--- src/rtl/cache_fill_unit.sv ---
// cache_fill_unit: miss-service stage for the 2-way, 8-set, 256-bit-line data cache.
// Accepts a miss in IDLE, optionally writes the dirty victim back, fetches the line as
// eight 32-bit beats and presents it for one cycle on fillValid.
// Build option: define CACHE_FILL_WRITEBACK_EN to include the dirty-victim writeback (WB)
// state; without it every miss goes straight to FILL and memWe/memWData stay 0.
module cache_fill_unit #(
    parameter int unsigned LINE_WORDS = 8,
    parameter int unsigned ADDR_W     = 32
) (
    input  logic                     clk,
    input  logic                     reset,
    input  logic                     miss,
    input  logic [ADDR_W-1:0]        missAddr,
    input  logic                     victimDirty,
    input  logic [23:0]              victimTag,
    input  logic [LINE_WORDS*32-1:0] victimLine,
    output logic                     busy,
    output logic                     fillValid,
    output logic [ADDR_W-1:0]        fillAddr,
    output logic [LINE_WORDS*32-1:0] fillLine,
    output logic                     memReq,
    output logic                     memWe,
    output logic [ADDR_W-1:0]        memAddr,
    output logic [31:0]              memWData,
    input  logic [31:0]              memRData,
    input  logic                     memAck
);

    typedef enum logic [2:0] {StIdle, StWb, StFill, StDone, StHold} state_e;

    state_e                    state_q, state_d;
    logic [2:0]                cnt_q, cnt_d;
    logic [26:0]               line_addr_q, line_addr_d;   // missAddr[31:5] of the line
    logic [LINE_WORDS*32-1:0]  fill_line_q, fill_line_d;
    logic                      last_beat;

    assign last_beat = (cnt_q == 3'(LINE_WORDS - 1));

`ifdef CACHE_FILL_WRITEBACK_EN
    logic [23:0]               victim_tag_q, victim_tag_d;
    logic [LINE_WORDS*32-1:0]  victim_line_q, victim_line_d;
    logic                      unused_inputs;
    assign unused_inputs = ^missAddr[4:0];
`else
    logic                      unused_inputs;
    assign unused_inputs = ^{missAddr[4:0], victimDirty, victimTag, victimLine};
`endif

    // FSM state register
    always_ff @(posedge clk) begin
        if (reset) begin
            state_q <= StIdle;
        end else begin
            state_q <= state_d;
        end
    end

    // FSM next-state logic; miss is only looked at in IDLE
    always_comb begin
        state_d = state_q;
        case (state_q)
            StIdle: begin
                if (miss) begin
`ifdef CACHE_FILL_WRITEBACK_EN
                    state_d = victimDirty ? StWb : StFill;
`else
                    state_d = StFill;
`endif
                end
            end
`ifdef CACHE_FILL_WRITEBACK_EN
            StWb: begin
                if (memAck && last_beat) begin
                    state_d = StFill;
                end
            end
`endif
            StFill: begin
                if (memAck && last_beat) begin
                    state_d = StDone;
                end
            end
            StDone:  state_d = StHold;
            StHold:  state_d = StIdle;
            default: state_d = StIdle;
        endcase
    end

    // Datapath next-state: latch the miss context in IDLE, advance the beat counter on acks
    always_comb begin
        cnt_d       = cnt_q;
        line_addr_d = line_addr_q;
        fill_line_d = fill_line_q;
`ifdef CACHE_FILL_WRITEBACK_EN
        victim_tag_d  = victim_tag_q;
        victim_line_d = victim_line_q;
`endif
        case (state_q)
            StIdle: begin
                if (miss) begin
                    line_addr_d = missAddr[31:5];
                    cnt_d       = 3'd0;
`ifdef CACHE_FILL_WRITEBACK_EN
                    victim_tag_d  = victimTag;
                    victim_line_d = victimLine;
`endif
                end
            end
`ifdef CACHE_FILL_WRITEBACK_EN
            StWb: begin
                if (memAck) begin
                    cnt_d = cnt_q + 3'd1;   // wraps to 0 after the last write beat
                end
            end
`endif
            StFill: begin
                if (memAck) begin
                    fill_line_d[{cnt_q, 5'd0} +: 32] = memRData;
                    cnt_d = cnt_q + 3'd1;
                end
            end
            default: ;
        endcase
    end

    // Datapath registers
    always_ff @(posedge clk) begin
        if (reset) begin
            cnt_q       <= 3'd0;
            line_addr_q <= '0;
            fill_line_q <= '0;
`ifdef CACHE_FILL_WRITEBACK_EN
            victim_tag_q  <= '0;
            victim_line_q <= '0;
`endif
        end else begin
            cnt_q       <= cnt_d;
            line_addr_q <= line_addr_d;
            fill_line_q <= fill_line_d;
`ifdef CACHE_FILL_WRITEBACK_EN
            victim_tag_q  <= victim_tag_d;
            victim_line_q <= victim_line_d;
`endif
        end
    end

    // Outputs decoded from registered state only; memory bus is zero when idle
    always_comb begin
        busy      = (state_q != StIdle);
        fillValid = (state_q == StDone);
        memReq    = 1'b0;
        memWe     = 1'b0;
        memAddr   = '0;
        memWData  = 32'd0;
        case (state_q)
`ifdef CACHE_FILL_WRITEBACK_EN
            StWb: begin
                memReq   = 1'b1;
                memWe    = 1'b1;
                memAddr  = {victim_tag_q, line_addr_q[2:0], cnt_q, 2'b00};
                memWData = victim_line_q[{cnt_q, 5'd0} +: 32];
            end
`endif
            StFill: begin
                memReq  = 1'b1;
                memAddr = {line_addr_q, cnt_q, 2'b00};
            end
            default: ;
        endcase
    end

    assign fillAddr = {line_addr_q, 5'b00000};
    assign fillLine = fill_line_q;

endmodule

--- config.mk ---
export PLATFORM = sky130hd
export DESIGN_NAME = cache_fill_unit
export DESIGN_NICKNAME = d
export VERILOG_FILES = /design/src/rtl/cache_fill_unit.sv
export SDC_FILE = /design/constraint.sdc
export NUM_CORES = 1
export LEC_CHECK = 0
export CAP_MARGIN = 10
export CORE_AREA = 5 5 272 274
export DETAILED_ROUTE_END_ITERATION = 10
export DIE_AREA = 0 0 277 279
export PLACE_DENSITY = 0.44
export SLEW_MARGIN = 15
export SYNTH_ARGS = -nofsm -noshare
export SYNTH_HDL_FRONTEND = slang
export SYNTH_SLANG_ARGS = --single-unit
--- constraint.sdc ---
create_clock -name clk -period 2.6 [get_ports clk]
set_clock_uncertainty 0.1 [all_clocks]
set_input_delay 0.52 -clock clk [delete_from_list [all_inputs] [get_ports clk]]
set_output_delay 0.52 -clock clk [all_outputs]
set_load 0.005 [all_outputs]
### Word level (Yosys, flattened, before mapping)

Index checks and enable logic that the tools add are counted.

* logic and storage cells: 31
* input bits: 349
* flip-flop bits (word level): 289
* output and inout bits: 356

* $add $sub $neg: 2
* multiplexer cells: 9
* reductions and logical operators: 8
* shifts and indexed selects: 2
* eq/ne operators: 6

Operator list (count)
* $bwmux W256: 1
* $shift A32 B10 Y256 const A: 1
* $shiftx A32 B10 Y256: 1
* $mux W32: 1
* $mux W3: 4
* $neg A8 Y10: 1
* $pmux W3 S3: 1
* $eq A3 B2 Y1 const B: 2
* $ne A2 B2 Y1 const B: 3
* $pmux W3 S2: 1
* $reduce_and A2 Y1: 3
* $add A3 B1 Y3 const B: 1
* $eq A3 B3 Y1 const B: 1
* $logic_not A3 Y1: 1
* $reduce_and A3 Y1: 1
* $reduce_bool A3 Y1: 1
* $reduce_bool A2 Y1: 1
* $logic_and A1 B1 Y1: 1
* $mux W1: 1

### Longest topological paths before layout

* word-level depth: 4
* gate-level depth with buffers: 10
* gate-level depth less buffers: 6

### Worst setup path before layout

OpenSTA, ideal clock, no wires.

* kind: register -> register
* start: register cnt_q[0]
* end: register fill_line_q[76] (netlist: fillLine[76])
* setup slack: 150 ps
* buffers on the path: 4
* arrival: 2234 ps
* period minus slack after synthesis: 2450 ps
* setup time: 116 ps
* required time: 2384 ps
* stages on the path, launching flop included: 11
* path through: dfxtp_1 > buf_6 > inv_1 > ha_1 > ha_1 > o31a_1 > buf_2 > buf_2 > buf_1 > a311oi_1 > a31o_2

* cells in the longest elaborated chain, start to end: 3
* elaborated cells on any way between the ends: 4
* those cells by class: 1 x add/sub; 2 x shift; 1 x mux

Ends and longest elaborated chain
* start: declaration: line 32 `logic [2:0] cnt_q, cnt_d;`
* start signal: assignment: line 137 `cnt_q <= cnt_d;`
* $neg A8 Y10 (*): line 118 `fill_line_d[{cnt_q, 5'd0} +: 32] = memRData;`
* $shiftx A32 B10 Y256 or $shift A32 B10 Y256 (tied branches): line 118
* $bwmux W256 (*): line 118
* end signal: assignment: line 139 `fill_line_q <= fill_line_d;`
* end: declaration: line 34 `logic [LINE_WORDS*32-1:0] fill_line_q, fill_line_d;`

Mark *: on every way between the ends. The rest lies on a longest branch, timed or not.
A chain may end at the register's enable or synchronous reset.

### Final worst setup path

* start: register cnt_q[2]
* end: register fill_line_q[139] (netlist: fillLine[139])

Same word-level chain as after synthesis.

==> impl_metrics.yaml <==
outcome:
  status: "finished, final reports clean"
clocking:
  worstSkewPairLatency_ps: 550
  ctsRootBufferMaster: "clkbuf_16"
  clk_pin_slew_ps: 60
  clk_path_buf_depth: 3
  cts.sinks: 289
  cts-buffers-inserted: 38
  cts_tree: "done"
  cts_hold_buffers: 0
  cts_max_level: 2
sta:
  rsz0062_at_grt: "no"
  hold_viol_final: 0
  slew_headroom: 0.511
  tightest_slew_ps: 731
  slew_viol_final: 0
  fmax_mhz: 407
  timing.final.ws_setup_ps: 144
  setup_viol: 0
  setup_tns_ps: 0
  whs_ps: 324
  period_share: 0.945
  fin_crit_ps: 2460
global_route:
  overflow: 0
  grt_pass1_vias: 12392
  grtUsageTotal: 0.146
  antenna_found_initial: 3
  grt_max_degree: 106
  grt_pass1_wl_um: 86200
setup_path:
  max_stage_delay_ps: 510
  cpMaxStageDelayCell: "or3_2"
  crit_type: "reg2reg"
  end_kind: "flop"
  crit_chain: "inv_1 -> ha_1 -> o21ai_0 -> or3_2 -> buf_12 -> mux2i_1"
  crit_path_start_kind: "flop"
  critPathBufInv: 2
  worstPathRequired_ps: 2930
  path_max_fanout: 32
  cp.arrival_ps: 2780
  crit_family: "simple AND/OR/NAND/NOR gates"
routing:
  drc: 0
  wl_um: 58700
  num_vias: 11768
  first_pass_iters: 5
  drt_first_iter_violations: 509
  vias_per_cell: 4.29
  routedWlPerCell_um: 21.4
  antenna_left: 0
cells_and_area:
  drive_gt1_frac: 0.108
  nFillCells: 7538
  antenna-diode-count: 0
  nets: 2125
  area_growth_pct: 49.1
  postLayoutCellArea_um2: 19700
floorplan:
  core_um2: 71100
  die_x_um: 277
  row_count: 98
  die_y_um: 279
  dieArea_um2: 77300
  initial_core_util: 0.186
  ioPinCount: 705
synth:
  synth-seq-area-share: 0.438
  netlist_top_cells_area: "dfxtp_1, mux2i_1, nand2b_1"
  synth_top_cell_by_area: "dfxtp_1"
  ys_types: 34
  avgSynthCellArea_um2: 9.37
  syn_area_um2: 13200
  synth_top_flop_cell: "dfxtp_1"
  yosysWarnings: 0
  synth_edf_count: 0
  async_flop_share: 0
  ys_seq_elements: 289
  synth_top_area_frac: 0.438
  syn_inst: 1411
  synthTopCellsByCount: "dfxtp_1, nand2b_1, mux2i_1, clkbuf_1, inv_1"
  synth_most_common_cell: "dfxtp_1"
pwr:
  power_mw: 10.8
  max-vdd-ir-drop_uv: 385
  cellPowerDensity_nw_per_um2: 547
  leakage_nw: 8.30
placement:
  dp_hpwl_um: 41300
  placed_area_um2: 18400
  gp_routability_congestion: 0.773
  dpl_worst_slack_ps: 158
  io_buffers: 378
worst_hold_path:
  min_path_type: "in2reg"
job:
  maxCapViolations: 0
cell usage in the layout (no fill, tap or decap), drive strengths merged, types with 31 or more instances in the layout:
cell	n
clkdlybuf4s50	345
inv	99
a31o	32
conb	40
buf	88
nand2b	192
nand2	91
clkbuf	54
a41o	64
nand3	67
dfxtp	289
mux2i	160
a311oi	96
nor2b	35
dlygate4sd2	31
layer usage:
metal	share of wire	GRT usage	wire (um)	vias to the layer above
met1	0.41	0.177	24300	5725
li1	-	-	-	5548
met5	0.00032	0	19	-
met3	0.080	0.0506	4700	79
met4	0.029	0.0405	1680	2
met2	0.48	0.248	28000	414
sequential cells by signal, summed over array words and instances (netlist names):
register     flops
cnt_q            3
fillLine       256
line_addr_q     27
state_q          3
area by class of cell:
cell class	count	area, um^2	share of cell area
clock buffers	54	1090	0.0554
clock inverters	13	171	0.00869
inverters	99	372	0.0188
multi-input cells	875	6380	0.323
flip-flops and latches	289	5790	0.294
well taps	950	1190	0.0603
repair buffers	465	4720	0.240
metrics by stage:
stage                     std cells  utilization
after floorplan                1450            -
after global placement         2674        0.259
after detailed placement       2674        0.259
after CTS                      2745        0.277
after global routing           2745        0.277
final                          2745        0.277
logic make-up after synthesis:
| family | synth area share |
|---|---|
| other | 0.000284 |
| AND/OR/NAND/NOR | 0.190 |
| multiplexers | 0.121 |
| flip-flops | 0.438 |
| buffers and inverters | 0.0981 |
| adder cells (fa/ha/maj) | 0.00757 |
| AO/OA/AOI/OAI | 0.146 |
worst register-to-register path, stage by stage, from the launching register on:
cell and delay [ps]:
dfxtp_1 500, inv_1 130, ha_1 440, o21ai_0 230, or3_2 510, buf_12 210, mux2i_1 220
where the power goes:
part	total, mW	switching, mW	internal, mW
registers	4.51	0.0349	4.48
logic	0.888	0.498	0.390
clock network	5.38	2.15	3.23
repair_timing:
action / 4_1_cts / 5_1_grt
pin swaps: 1 / 1
endpoints found under the setup margin: 32 / 23
buffers inserted: 3 / 0
endpoints found under the hold margin: 0 / 0
gates resized for setup: 41 / 4
cloned: 1 / 0
path summary, 6_finish.rpt:
kind	from	endpoint	slack [ps]	cells past startpoint
worst max-delay path	cnt_q[2]	fillLine[139]	140	6
worst min-delay path	reset	line_addr_q[26]	320	2
worst min register to register	fillLine[154]	fillLine[154]	370	2
worst max register to register	cnt_q[2]	fillLine[139]	140	6
Note: power is estimated with default switching activity, not from simulation.
